`src/rtl/ahb_pkg.sv`:
```
// Shared AHB-Lite types: transfer/burst encodings and burst length lookup.
package ahb_pkg;

    localparam int MAX_MASTERS = 16;

    typedef enum logic [1:0] {
        IDLE   = 2'b00,
        BUSY   = 2'b01,
        NONSEQ = 2'b10,
        SEQ    = 2'b11
    } htrans_t;

    typedef enum logic [2:0] {
        SINGLE = 3'd0,
        INCR   = 3'd1,
        WRAP4  = 3'd2,
        INCR4  = 3'd3,
        WRAP8  = 3'd4,
        INCR8  = 3'd5,
        WRAP16 = 3'd6,
        INCR16 = 3'd7
    } hburst_t;

    // 0 means undefined-length INCR
    function automatic logic [4:0] burst_beats(hburst_t b);
        logic [4:0] n;
        unique case (b)
            SINGLE:         n = 5'd1;
            INCR:           n = 5'd0;
            WRAP4, INCR4:   n = 5'd4;
            WRAP8, INCR8:   n = 5'd8;
            WRAP16, INCR16: n = 5'd16;
            default:        n = 5'd0;
        endcase
        return n;
    endfunction

endpackage

```
`src/rtl/ahb_burst_monitor.sv`:
```
// Tracks beats remaining in a fixed-length burst and flags bursts that are
// cut short by IDLE, a new NONSEQ, or a change of bus owner.
module ahb_burst_monitor
    import ahb_pkg::*;
(
    input  logic       hclk,
    input  logic       hresetn,
    input  logic       hready,
    input  htrans_t    htrans,
    input  hburst_t    hburst,
    input  logic [3:0] hmaster,
    input  logic [3:0] hmaster_d,
    output logic       burst_abort
);

    logic [3:0] cnt;
    logic [3:0] cnt_nxt;
    logic       abort_nxt;
    logic       abort;
    logic [4:0] beats;
    logic       fixed;

    always_ff @(posedge hclk or negedge hresetn) begin
        if (!hresetn) begin
            cnt         <= '0;
            burst_abort <= 1'b0;
        end else begin
            cnt         <= cnt_nxt;
            burst_abort <= abort_nxt;
        end
    end

    always_comb begin
        cnt_nxt   = cnt;
        abort_nxt = 1'b0;
        beats     = burst_beats(hburst);
        fixed     = (beats > 5'd1);
        abort     = (cnt != 4'd0) &&
                    ((htrans == IDLE) || (htrans == NONSEQ) ||
                     (hmaster != hmaster_d));
        if (hready) begin
            abort_nxt = abort;
            if ((htrans == NONSEQ) && fixed) begin
                cnt_nxt = 4'(beats - 5'd1);
            end else if (abort) begin
                cnt_nxt = '0;
            end else if ((htrans == SEQ) && (cnt != 4'd0)) begin
                cnt_nxt = cnt - 4'd1;
            end
        end
    end

endmodule

```
`src/rtl/ahb_master_mux.sv`:
```
// AHB master-to-bus multiplexer: combinational address phase, registered
// data-phase owner. Optional burst monitor under AHB_MUX_BURST_MON_EN.
module ahb_master_mux
    import ahb_pkg::*;
#(
    parameter int NUM_MASTERS = 16,
    parameter int ADDR_WIDTH  = 32,
    parameter int DATA_WIDTH  = 32
) (
    input  logic                              HCLK,
    input  logic                              HRESETn,
    input  logic [3:0]                        HMASTER,
    input  logic                              HMASTLOCK,
    input  logic                              HREADY,
    input  logic [NUM_MASTERS*ADDR_WIDTH-1:0] HADDRx,
    input  logic [NUM_MASTERS*2-1:0]          HTRANSx,
    input  logic [NUM_MASTERS-1:0]            HWRITEx,
    input  logic [NUM_MASTERS*3-1:0]          HSIZEx,
    input  logic [NUM_MASTERS*3-1:0]          HBURSTx,
    input  logic [NUM_MASTERS*4-1:0]          HPROTx,
    input  logic [NUM_MASTERS*DATA_WIDTH-1:0] HWDATAx,
    output logic [ADDR_WIDTH-1:0]             HADDR,
    output logic [1:0]                        HTRANS,
    output logic                              HWRITE,
    output logic [2:0]                        HSIZE,
    output logic [2:0]                        HBURST,
    output logic [3:0]                        HPROT,
    output logic                              HMASTLOCK_O,
    output logic [DATA_WIDTH-1:0]             HWDATA,
    output logic [3:0]                        HMASTER_D,
`ifdef AHB_MUX_BURST_MON_EN
    output logic                              BURST_ABORT,
`endif
    output logic                              DATA_ACTIVE
);

    // Full 16-entry tables; unused slots read as zero, which is IDLE.
    logic [ADDR_WIDTH-1:0] haddr_a  [MAX_MASTERS];
    logic [1:0]            htrans_a [MAX_MASTERS];
    logic                  hwrite_a [MAX_MASTERS];
    logic [2:0]            hsize_a  [MAX_MASTERS];
    logic [2:0]            hburst_a [MAX_MASTERS];
    logic [3:0]            hprot_a  [MAX_MASTERS];
    logic [DATA_WIDTH-1:0] hwdata_a [MAX_MASTERS];

    for (genvar m = 0; m < MAX_MASTERS; m++) begin : g_slot
        if (m < NUM_MASTERS) begin : g_used
            assign haddr_a[m]  = HADDRx[m*ADDR_WIDTH +: ADDR_WIDTH];
            assign htrans_a[m] = HTRANSx[m*2 +: 2];
            assign hwrite_a[m] = HWRITEx[m];
            assign hsize_a[m]  = HSIZEx[m*3 +: 3];
            assign hburst_a[m] = HBURSTx[m*3 +: 3];
            assign hprot_a[m]  = HPROTx[m*4 +: 4];
            assign hwdata_a[m] = HWDATAx[m*DATA_WIDTH +: DATA_WIDTH];
        end else begin : g_unused
            assign haddr_a[m]  = '0;
            assign htrans_a[m] = '0;
            assign hwrite_a[m] = 1'b0;
            assign hsize_a[m]  = '0;
            assign hburst_a[m] = '0;
            assign hprot_a[m]  = '0;
            assign hwdata_a[m] = '0;
        end
    end

    assign HADDR       = haddr_a[HMASTER];
    assign HTRANS      = htrans_a[HMASTER];
    assign HWRITE      = hwrite_a[HMASTER];
    assign HSIZE       = hsize_a[HMASTER];
    assign HBURST      = hburst_a[HMASTER];
    assign HPROT       = hprot_a[HMASTER];
    assign HMASTLOCK_O = HMASTLOCK;

    // Wait states hold the data-phase owner
    always_ff @(posedge HCLK or negedge HRESETn) begin
        if (!HRESETn) begin
            HMASTER_D   <= '0;
            DATA_ACTIVE <= 1'b0;
        end else if (HREADY) begin
            HMASTER_D   <= HMASTER;
            DATA_ACTIVE <= HTRANS[1];
        end
    end

    assign HWDATA = DATA_ACTIVE ? hwdata_a[HMASTER_D] : '0;

`ifdef AHB_MUX_BURST_MON_EN
    ahb_burst_monitor u_mon (
        .hclk        (HCLK),
        .hresetn     (HRESETn),
        .hready      (HREADY),
        .htrans      (htrans_t'(HTRANS)),
        .hburst      (hburst_t'(HBURST)),
        .hmaster     (HMASTER),
        .hmaster_d   (HMASTER_D),
        .burst_abort (BURST_ABORT)
    );
`endif

endmodule

```
`config.mk`:
```
export PLATFORM = sky130hd
export DESIGN_NAME = ahb_master_mux
export DESIGN_NICKNAME = d
export VERILOG_FILES = /design/src/rtl/ahb_pkg.sv /design/src/rtl/ahb_burst_monitor.sv /design/src/rtl/ahb_master_mux.sv
export SDC_FILE = /design/constraint.sdc
export NUM_CORES = 1
export LEC_CHECK = 0
export CAP_MARGIN = 30
export CELL_PAD_IN_SITES_DETAIL_PLACEMENT = 0
export CELL_PAD_IN_SITES_GLOBAL_PLACEMENT = 1
export CORE_AREA = 2 2 509 511
export DETAILED_ROUTE_END_ITERATION = 8
export DIE_AREA = 0 0 511 513
export PLACE_DENSITY = 0.34
export SLEW_MARGIN = 10
export SYNTH_ARGS = -nofsm -noshare
export SYNTH_HDL_FRONTEND = slang
export SYNTH_SLANG_ARGS = --single-unit
```
`constraint.sdc`:
```
create_clock -name HCLK -period 5.5 [get_ports HCLK]
set_clock_uncertainty 0.2 [all_clocks]
set_input_delay 1.1 -clock HCLK [delete_from_list [all_inputs] [get_ports HCLK]]
set_output_delay 1.1 -clock HCLK [all_outputs]
set_load 0.01 [all_outputs]
```
# Word level (Yosys, flattened, before mapping)
# Index checks and enable logic that the tools add are counted.
# W data, S select, Z words.
totals:
  output_inout_bits: 83
  word_cells: 28
  reg_bits: 5
  inputBits: 1240
classes:
  bitwise: 2
  mux: 22
  order_cmp: 2
ops:
  columns: ["op", "n"]
  rows:
  - ["$bmux W32 S4", 2]
  - ["$mux W32", 5]
  - ["$bmux W3 S4", 2]
  - ["$bmux W4 S4", 1]
  - ["$mux W3", 4]
  - ["$ge A5 B5 Y1 const B", 2]
  - ["$not A4 Y5", 2]
  - ["$bmux W2 S4", 1]
  - ["$mux W4", 2]
  - ["$bmux W1 S4", 1]
  - ["$mux W2", 2]
  - ["$mux W1", 2]

# Longest topological paths before layout
# Gate-level depths: netlist (run 1).
logic_depth:
  depth_word: 5
  ltp_mapped: 6
  mapped_depth_nobuf: 3

# Worst setup path before layout (run 1)
# Ideal clock, no wire load.
synth_path:
  path_kind: "input port to output port"
  start: "in HMASTER[1]"
  end: "out HADDR[11]"
  arrival_ns: 2.679
  path_stages: 5
  path_buffers: 3
  t_required_ns: 4.200
  path_slack_ns: 1.521
  path_cell_list: "buf_2 -> buf_2 -> buf_1 -> mux4_2 -> mux4_2"
synth_between:
  elab_chain_len: 4
synth_rtl:
  columns: ["element", "line_no", "source"]
  rows:
  - ["start, declared", "ahb_master_mux.sv:12", "input logic [3:0] HMASTER,"]
  - ["$not A4 Y5 (implied by the code)", "ahb_master_mux.sv:66", "assign HADDR = haddr_a[HMASTER];"]
  - ["$bmux W32 S4", "ahb_master_mux.sv:66", null]
  - ["$mux W32 (implied by the code) (2 in series)", "ahb_master_mux.sv:66", null]
  - ["end, declared", "ahb_master_mux.sv:22", "output logic [ADDR_WIDTH-1:0] HADDR,"]
# No other way between the ends. The select of a mux whose other input is x is not followed.

# Final worst setup path (run 1)
layout_path:
  start: "in HWDATAx[474]"
  end: "out HWDATA[26]"
layout_between:
  elab_chain_len: 4
layout_rtl:
  columns: ["element", "line_no", "source"]
  rows:
  - ["start, declared", "ahb_master_mux.sv:21", "input logic [NUM_MASTERS*DATA_WIDTH-1:0] HWDATAx,"]
  - ["$bmux W32 S4", "ahb_master_mux.sv:85", "assign HWDATA = DATA_ACTIVE ? hwdata_a[HMASTER_D] : '0;"]
  - ["$mux W32 (implied by the code) (2 in series)", "ahb_master_mux.sv:85", null]
  - ["$mux W32", "ahb_master_mux.sv:85", null]
  - ["end, declared", "ahb_master_mux.sv:29", "output logic [DATA_WIDTH-1:0] HWDATA,"]
# No other way between the ends. The select of a mux whose other input is x is not followed.

==> impl_metrics.xml, run 1 <==
<?xml version="1.0" encoding="UTF-8"?>
<metrics>
  <group name="clock_tree">
    <metric name="cts-root-to-sink-buffers" unit="">2</metric>
    <metric name="cts_bufs_inserted" unit="">3</metric>
    <metric name="cts.root.buffer_cell" unit="">clkbuf_16</metric>
    <metric name="cts_setup_buffers" unit="">0</metric>
    <metric name="post_cts_hold_buffer_count" unit="">0</metric>
    <metric name="clock_sink_count" unit="">5</metric>
    <metric name="clkTransAtPathRegs" unit="ns">0.03</metric>
    <metric name="cts_max_level" unit="">1</metric>
    <metric name="number_of_instances_resized_during_post_cts_repair" unit="">0</metric>
    <metric name="cts_tree" unit="">done</metric>
    <metric name="clock_insertion_delay_worst_skew" unit="ns">0.23</metric>
  </group>
  <group name="die">
    <metric name="fp.dieArea" unit="mm^2">0.262</metric>
    <metric name="initial_core_utilization" unit="%">3.65</metric>
    <metric name="design.portCount" unit="">1323</metric>
    <metric name="core.rowCount" unit="">186</metric>
    <metric name="die_width" unit="um">511</metric>
    <metric name="coreArea" unit="mm^2">0.256</metric>
    <metric name="die_h" unit="um">513</metric>
  </group>
  <group name="place">
    <metric name="placement.cell_area" unit="mm^2">0.0270</metric>
    <metric name="io_buffers" unit="">1320</metric>
    <metric name="placement_stage_worst_setup_slack" unit="ns">0.489</metric>
    <metric name="hpwl" unit="um">141000</metric>
    <metric name="gpl.final_weighted_congestion" unit="">0.867</metric>
    <metric name="place.detailed.instances" unit="">5258</metric>
  </group>
  <group name="global_route">
    <metric name="overflow" unit="">0</metric>
    <metric name="grt_use_met3" unit="%">3.16</metric>
    <metric name="wire_length_of_the_first_global_routing_pass" unit="um">187000</metric>
    <metric name="grt_pass1_vias" unit="">15400</metric>
    <metric name="grt_use_met1" unit="%">11.6</metric>
    <metric name="number_of_antenna_violations_at_the_first_check_in_global_routing" unit="">106</metric>
    <metric name="use_met2" unit="%">21.9</metric>
    <metric name="grt_start_max_net_pins" unit="">46</metric>
    <metric name="grt_use_total" unit="%">11.1</metric>
    <metric name="grt.busiest_layer" unit="">met2</metric>
  </group>
  <group name="yosys">
    <metric name="main_flop_type_after_synthesis" unit="">dfrtp_1</metric>
    <metric name="synth_enable_flop_cells" unit="">0</metric>
    <metric name="postSynthNetCount" unit="">1829</metric>
    <metric name="seq_area_frac_synth" unit="%">1.34</metric>
    <metric name="synth_area" unit="mm^2">0.00934</metric>
    <metric name="async_flop_share" unit="%">100</metric>
    <metric name="synth_cell_type_count" unit="">22</metric>
    <metric name="syn_inst" unit="">589</metric>
    <metric name="ys_ff_latch" unit="">5</metric>
    <metric name="post_synth.cell_area_avg" unit="um^2">15.9</metric>
    <metric name="warnings_synthesis" unit="">0</metric>
  </group>
  <group name="pwr">
    <metric name="vdd.ir_drop.worst" unit="V">0.0000704</metric>
    <metric name="power_density" unit="mW/mm^2">101</metric>
    <metric name="static-leakage-power" unit="uW">0.00820</metric>
  </group>
  <group name="finish">
    <metric name="layout.cells.most_common_list" unit="">clkdlybuf4s50_1 (1314), mux4_2 (352), nand2_1 (51), buf_4 (47)</metric>
    <metric name="area_growth_syn_to_layout" unit="%">190</metric>
    <metric name="final.fill_count" unit="">29300</metric>
    <metric name="layout_commonest_cell" unit="">clkdlybuf4s50_1</metric>
    <metric name="stdcell_count" unit="">5278</metric>
    <metric name="stdcell_area" unit="mm^2">0.0271</metric>
    <metric name="final_layout_size_suffix_gt1_share" unit="%">22.9</metric>
    <metric name="layout.nets" unit="">3119</metric>
  </group>
  <group name="setup_path">
    <metric name="worst-endpoint-arrival" unit="ns">3.59</metric>
    <metric name="cell_with_the_largest_stage_delay_on_the_worst_path" unit="">clkdlybuf4s50_1</metric>
    <metric name="crit_chain" unit="">clkdlybuf4s50_1 -&gt; mux4_2 -&gt; a22oi_1 -&gt; nand3_1 -&gt; clkdlybuf4s50_1</metric>
    <metric name="crit_buf_inv" unit="">2</metric>
    <metric name="path_delay_family" unit="">buffers and inverters</metric>
    <metric name="timing.critical_path.mode_cell" unit="">clkdlybuf4s50_1</metric>
    <metric name="cp.required" unit="ns">4.20</metric>
    <metric name="critPathKind" unit="">input port to primary output</metric>
    <metric name="timing.critical_path.fanout_max" unit="">1</metric>
    <metric name="end_kind" unit="">primary output</metric>
    <metric name="critPathMaxStageDelay" unit="ns">0.70</metric>
    <metric name="start_kind" unit="">input port</metric>
  </group>
  <group name="timing">
    <metric name="final_hold_viol_count" unit="">0</metric>
    <metric name="setup_repair_after_global_routing_missed_its_margin" unit="">false</metric>
    <metric name="post-route-worst-setup-slack" unit="ns">0.605</metric>
    <metric name="final.hold.worst_slack" unit="ns">0.571</metric>
    <metric name="worst-slew-pin-transition" unit="ns">0.853</metric>
    <metric name="max-slew-margin-rel" unit="%">43.1</metric>
    <metric name="min_period_over_period" unit="%">89.0</metric>
    <metric name="timing.setup.tns" unit="ns">0</metric>
    <metric name="clock.fmax" unit="MHz">204</metric>
    <metric name="drv_slew" unit="">0</metric>
    <metric name="setup_viol" unit="">0</metric>
    <metric name="period_needed" unit="ns">4.89</metric>
  </group>
  <group name="routing">
    <metric name="vias" unit="">13600</metric>
    <metric name="finalWirelength" unit="um">152000</metric>
    <metric name="antenna_violating_nets_post_route" unit="">0</metric>
    <metric name="post-route-drc-count" unit="">0</metric>
    <metric name="vias_per_inst" unit="">2.58</metric>
    <metric name="pre_repair_dr_iteration_count" unit="">5</metric>
    <metric name="initialDrtViolationCount" unit="">724</metric>
    <metric name="routed_wire_length_per_instance" unit="um">28.8</metric>
  </group>
  <group name="hold_path">
    <metric name="worst_hold_path_type" unit="">register to register</metric>
  </group>
  <group name="job">
    <metric name="maximum_capacitance_violations" unit="">0</metric>
  </group>
  <group name="run_status">
    <metric name="run_status" unit="">finished, final reports clean</metric>
  </group>
</metrics>
==> state kept, by name, summed over array words and instances, names as in the netlist <==
signal and count:
DATA_ACTIVE 1, HMASTER_D 4
==> worst paths after layout <==
check / from / to / slack, ns / depth (start not counted)
worst max-delay path: HWDATAx[474] / HWDATA[26] / 0.61 / 5
worst min-delay path: DATA_ACTIVE$_DFFE_PN0P_ / DATA_ACTIVE$_DFFE_PN0P_ / 0.57 / 2
worst max register to register: HMASTER_D[1]$_DFFE_PN0P_ / HMASTER_D[1]$_DFFE_PN0P_ / 3.79 / 2
worst min register to register: DATA_ACTIVE$_DFFE_PN0P_ / DATA_ACTIVE$_DFFE_PN0P_ / 0.57 / 2
max in group asynchronous: HRESETn / HMASTER_D[2]$_DFFE_PN0P_ / 3.97 / 1
min in group asynchronous: HRESETn / HMASTER_D[1]$_DFFE_PN0P_ / 0.90 / 1
==> synth_stat cells (2+ instances only) <==
cell | instances | area share [%]
dfrtp_1 | 5 | 1.3
a22oi_1 | 25 | 2.0
clkbuf_1 | 36 | 1.4
buf_2 | 29 | 1.6
buf_1 | 17 | 0.68
and3b_1 | 2 | 0.19
mux2_2 | 4 | 0.48
nand2b_1 | 2 | 0.13
mux4_2 | 352 | 85
buf_6 | 10 | 1.2
o22ai_1 | 8 | 0.54
nand2_1 | 51 | 2.0
nand3_1 | 25 | 1.3
mux2i_1 | 15 | 1.6
==> tightest hold or removal path, delay by kind of cell (launching register included) <==
kind / cells / cell delay (ns)
flops: 1 / 0.50
simple gates: 1 / 0.16
compound gates: 1 / 0.06
==> layout make-up <==
type,count,area (um^2),share of cell area (%)
clock buffers,4,78.8,0.291
diodes,16,40.0,0.148
repair buffers,1378,13800,51.1
flip-flops and latches,5,136,0.504
multi-input cells,491,8760,32.3
well taps,3384,4230,15.6
==> per-layer routing <==
metal	vias to the layer above	wire length (um)
li1	5457	-
met1	6905	54000
met2	1061	83200
met3	160	12000
met4	26	2800
met5	-	179
==> metrics by stage <==
step	total power (uW)	util, %
after global routing	2840	10.6
after CTS	2790	10.6
after global placement	2660	10.5
after floorplan	934	-
final	2730	10.6
after detailed placement	2650	10.5
==> power breakdown <==
part,switching (uW),leakage [uW],internal (uW)
registers,48.8,0.0000550,41.9
logic,962,0.00811,1560
clock network,23.6,0.0000383,96.0
total,1030,0.00820,1700
==> logic make-up (layout without fill, tap and decap cells) <==
logic type,Yosys count,after routing,synth area share (%)
AO/OA/AOI/OAI,35,35,2.69
buffers and inverters,93,1382,4.97
flip-flops,5,5,1.34
multiplexers,371,371,87.0
other,0,16,0
AND/OR/NAND/NOR,85,85,4.03
Note: power is estimated with default switching activity, not from simulation.
==> inputs of run 2 (changes only) <==
- CTS_BUF_LIST: default -> sky130_fd_sc_hd__clkbuf_16
==> run 2 against run 1 <==
  * Via count hardly changed
  * Critical path type unchanged
  * Clock power hardly changed
  * Routed wire length hardly changed
  * Largest cell class unchanged
  * Critical endpoint unchanged
  * Fmax hardly changed
==> impl_metrics.xml, run 2 (synthesis gave the netlist of run 1 again) <==
<?xml version="1.0" encoding="UTF-8"?>
<metrics>
  <group name="setup_path">
    <metric name="critPathMaxStageDelay" unit="ns">0.70</metric>
    <metric name="timing.critical_path.fanout_max" unit="">1</metric>
    <metric name="end_kind" unit="">primary output</metric>
    <metric name="cell_with_the_largest_stage_delay_on_the_worst_path" unit="">clkdlybuf4s50_1</metric>
    <metric name="timing.rr.end" unit="">HMASTER_D[1]$_DFFE_PN0P_</metric>
    <metric name="worst_setup_path_endpoint" unit="">HWDATA[26]</metric>
    <metric name="start_kind" unit="">input port</metric>
    <metric name="cp.required" unit="ns">4.20</metric>
    <metric name="startpoint" unit="">HWDATAx[474]</metric>
    <metric name="timing.critical_path.mode_cell" unit="">clkdlybuf4s50_1</metric>
    <metric name="r2r.worst_path.cells" unit="">2</metric>
    <metric name="rr_startpoint" unit="">HMASTER_D[1]$_DFFE_PN0P_</metric>
    <metric name="reg2reg_slack" unit="ns">3.79</metric>
    <metric name="worst-endpoint-arrival" unit="ns">3.60</metric>
    <metric name="critPathKind" unit="">input port to primary output</metric>
    <metric name="crit_chain" unit="">clkdlybuf4s50_1 -&gt; mux4_2 -&gt; a22oi_1 -&gt; nand3_1 -&gt; clkdlybuf4s50_1</metric>
  </group>
  <group name="timing">
    <metric name="max-slew-margin-rel" unit="%">43.1</metric>
    <metric name="period_needed" unit="ns">4.90</metric>
    <metric name="setup_viol" unit="">0</metric>
    <metric name="timing.setup.tns" unit="ns">0</metric>
    <metric name="clock.fmax" unit="MHz">204</metric>
    <metric name="drv_slew" unit="">0</metric>
    <metric name="setup_repair_after_global_routing_missed_its_margin" unit="">false</metric>
    <metric name="min_period_over_period" unit="%">89.0</metric>
    <metric name="worst-slew-pin-transition" unit="ns">0.853</metric>
    <metric name="post-route-worst-setup-slack" unit="ns">0.604</metric>
    <metric name="final_hold_viol_count" unit="">0</metric>
  </group>
  <group name="pwr">
    <metric name="static-leakage-power" unit="uW">0.00821</metric>
    <metric name="power.total" unit="uW">2730</metric>
    <metric name="vdd.ir_drop.worst" unit="V">0.0000704</metric>
    <metric name="power_density" unit="mW/mm^2">101</metric>
  </group>
  <group name="place">
    <metric name="hpwl" unit="um">141000</metric>
    <metric name="gpl.final_weighted_congestion" unit="">0.867</metric>
    <metric name="io_buffers" unit="">1320</metric>
    <metric name="placement_stage_worst_setup_slack" unit="ns">0.489</metric>
    <metric name="place.detailed.instances" unit="">5258</metric>
  </group>
  <group name="finish">
    <metric name="final_layout_size_suffix_gt1_share" unit="%">22.9</metric>
    <metric name="layout_commonest_cell" unit="">clkdlybuf4s50_1</metric>
    <metric name="area_growth_syn_to_layout" unit="%">190</metric>
    <metric name="final.fill_count" unit="">29300</metric>
    <metric name="layout.nets" unit="">3119</metric>
    <metric name="max_ffs_per_register" unit="">4</metric>
    <metric name="leading_registers_by_flop_count" unit="">HMASTER_D: 4 flops, DATA_ACTIVE: 1 flops</metric>
    <metric name="stdcell_count" unit="">5278</metric>
    <metric name="registers.top_by_ff_count" unit="">HMASTER_D</metric>
    <metric name="layout.cells.most_common_list" unit="">clkdlybuf4s50_1 (1314), mux4_2 (352), nand2_1 (51), buf_4 (47)</metric>
  </group>
  <group name="routing">
    <metric name="post-route-drc-count" unit="">0</metric>
    <metric name="routed_wire_length_per_instance" unit="um">28.8</metric>
    <metric name="length_of_routed_met2_wiring" unit="um">83200</metric>
    <metric name="antenna_violating_nets_post_route" unit="">0</metric>
    <metric name="vias_per_inst" unit="">2.58</metric>
    <metric name="top_signal_layer_used" unit="">met5</metric>
    <metric name="wl_met1" unit="um">54000</metric>
    <metric name="finalWirelength" unit="um">152000</metric>
    <metric name="vias" unit="">13600</metric>
    <metric name="initialDrtViolationCount" unit="">724</metric>
    <metric name="dr_wl_met3" unit="um">12000</metric>
    <metric name="pre_repair_dr_iteration_count" unit="">5</metric>
  </group>
  <group name="die">
    <metric name="design.portCount" unit="">1323</metric>
    <metric name="initial_core_utilization" unit="%">3.65</metric>
    <metric name="coreArea" unit="mm^2">0.256</metric>
    <metric name="die_h" unit="um">513</metric>
    <metric name="fp.dieArea" unit="mm^2">0.262</metric>
    <metric name="core.rowCount" unit="">186</metric>
    <metric name="die_width" unit="um">511</metric>
  </group>
  <group name="run_status">
    <metric name="run_status" unit="">finished, final reports clean</metric>
  </group>
  <group name="job">
    <metric name="maximum_capacitance_violations" unit="">0</metric>
  </group>
  <group name="global_route">
    <metric name="grt_pass1_vias" unit="">15400</metric>
    <metric name="wire_length_of_the_first_global_routing_pass" unit="um">187000</metric>
    <metric name="grt_start_max_net_pins" unit="">46</metric>
    <metric name="grt_use_total" unit="%">11.1</metric>
    <metric name="overflow" unit="">0</metric>
    <metric name="number_of_antenna_violations_at_the_first_check_in_global_routing" unit="">106</metric>
  </group>
  <group name="clock_tree">
    <metric name="cts-root-to-sink-buffers" unit="">2</metric>
    <metric name="cts_bufs_inserted" unit="">3</metric>
    <metric name="clock_sink_count" unit="">5</metric>
    <metric name="clkTransAtPathRegs" unit="ns">0.03</metric>
    <metric name="clock_insertion_delay_worst_skew" unit="ns">0.23</metric>
    <metric name="number_of_instances_resized_during_post_cts_repair" unit="">0</metric>
    <metric name="cts.root.buffer_cell" unit="">clkbuf_16</metric>
    <metric name="post_cts_hold_buffer_count" unit="">0</metric>
    <metric name="cts_setup_buffers" unit="">0</metric>
    <metric name="cts_max_level" unit="">1</metric>
    <metric name="cts_tree" unit="">done</metric>
  </group>
  <group name="hold_path">
    <metric name="worst_hold_path_type" unit="">register to register</metric>
  </group>
</metrics>
-- run 2: cell types whose count changed in the layout (fill, tap and decap cells not counted), sizes merged --
cell,previous run,this run
clkbuf,4,3
inv,0,1
-- run 2: worst max-delay path, delay by kind of cell --
family                 cells  cell delay, ns
AO/OA/AOI/OAI              1            0.16
buffers and inverters      2            1.34
multiplexers               1            0.57
AND/OR/NAND/NOR            1            0.40
-- run 2: area by class of cell --
| cell class | instances | area [um^2] | area share (%) |
|---|---|---|---|
| antenna | 16 | 40.0 | 0.148 |
| multi-input combinational | 491 | 8760 | 32.3 |
| sequential | 5 | 136 | 0.504 |
| clock buffer | 3 | 75.1 | 0.277 |
| clock inverter | 1 | 3.75 | 0.0139 |
| timing repair buffer | 1378 | 13800 | 51.1 |
| tap | 3384 | 4230 | 15.6 |
-- run 2: per-stage QoR --
step | instance area (um^2) | util, % | hold slack [ns]
5_1_grt | 27100 | 10.6 | 0.609
3_3_place_gp | 27000 | 10.5 | 0.566
6_report | 27100 | 10.6 | 0.578
4_1_cts | 27000 | 10.6 | 0.564
2_1_floorplan | 9340 | - | 0.445
3_5_place_dp | 27000 | 10.5 | 0.550
-- run 2: where the power goes --
group | total (uW) | leakage, uW | switching [uW] | internal (uW)
clock network | 118 | 0.0000424 | 24.2 | 94.1
logic | 2520 | 0.00811 | 962 | 1560
registers | 90.7 | 0.0000550 | 48.8 | 41.9
-- run 2: worst min-delay path by stage --
stage	startpoint	to	depth (start not counted)	slack [ns]
2_1_floorplan	HMASTER_D[3]$_DFFE_PN0P_	HMASTER_D[3]$_DFFE_PN0P_	1	0.44
3_3_place_gp	DATA_ACTIVE$_DFFE_PN0P_	DATA_ACTIVE$_DFFE_PN0P_	2	0.57
3_5_place_dp	DATA_ACTIVE$_DFFE_PN0P_	DATA_ACTIVE$_DFFE_PN0P_	2	0.55
4_1_cts	DATA_ACTIVE$_DFFE_PN0P_	DATA_ACTIVE$_DFFE_PN0P_	2	0.56
5_1_grt	DATA_ACTIVE$_DFFE_PN0P_	DATA_ACTIVE$_DFFE_PN0P_	2	0.61
6_report	DATA_ACTIVE$_DFFE_PN0P_	DATA_ACTIVE$_DFFE_PN0P_	2	0.58
-- run 2: routing by layer --
metal,vias to the layer above,GRT usage (%)
li1,5456,-
met1,6908,11.6
met2,1060,21.9
met3,160,3.16
met4,26,1.93
met5,-,0
==> inputs of run 3 (changes only) <==
- CAP_MARGIN: 30 -> 10
- SETUP_SLACK_MARGIN: default -> 0.15
==> results of run 3 <==
No change in the layout: final DEF, timing and power equal those of run 2.
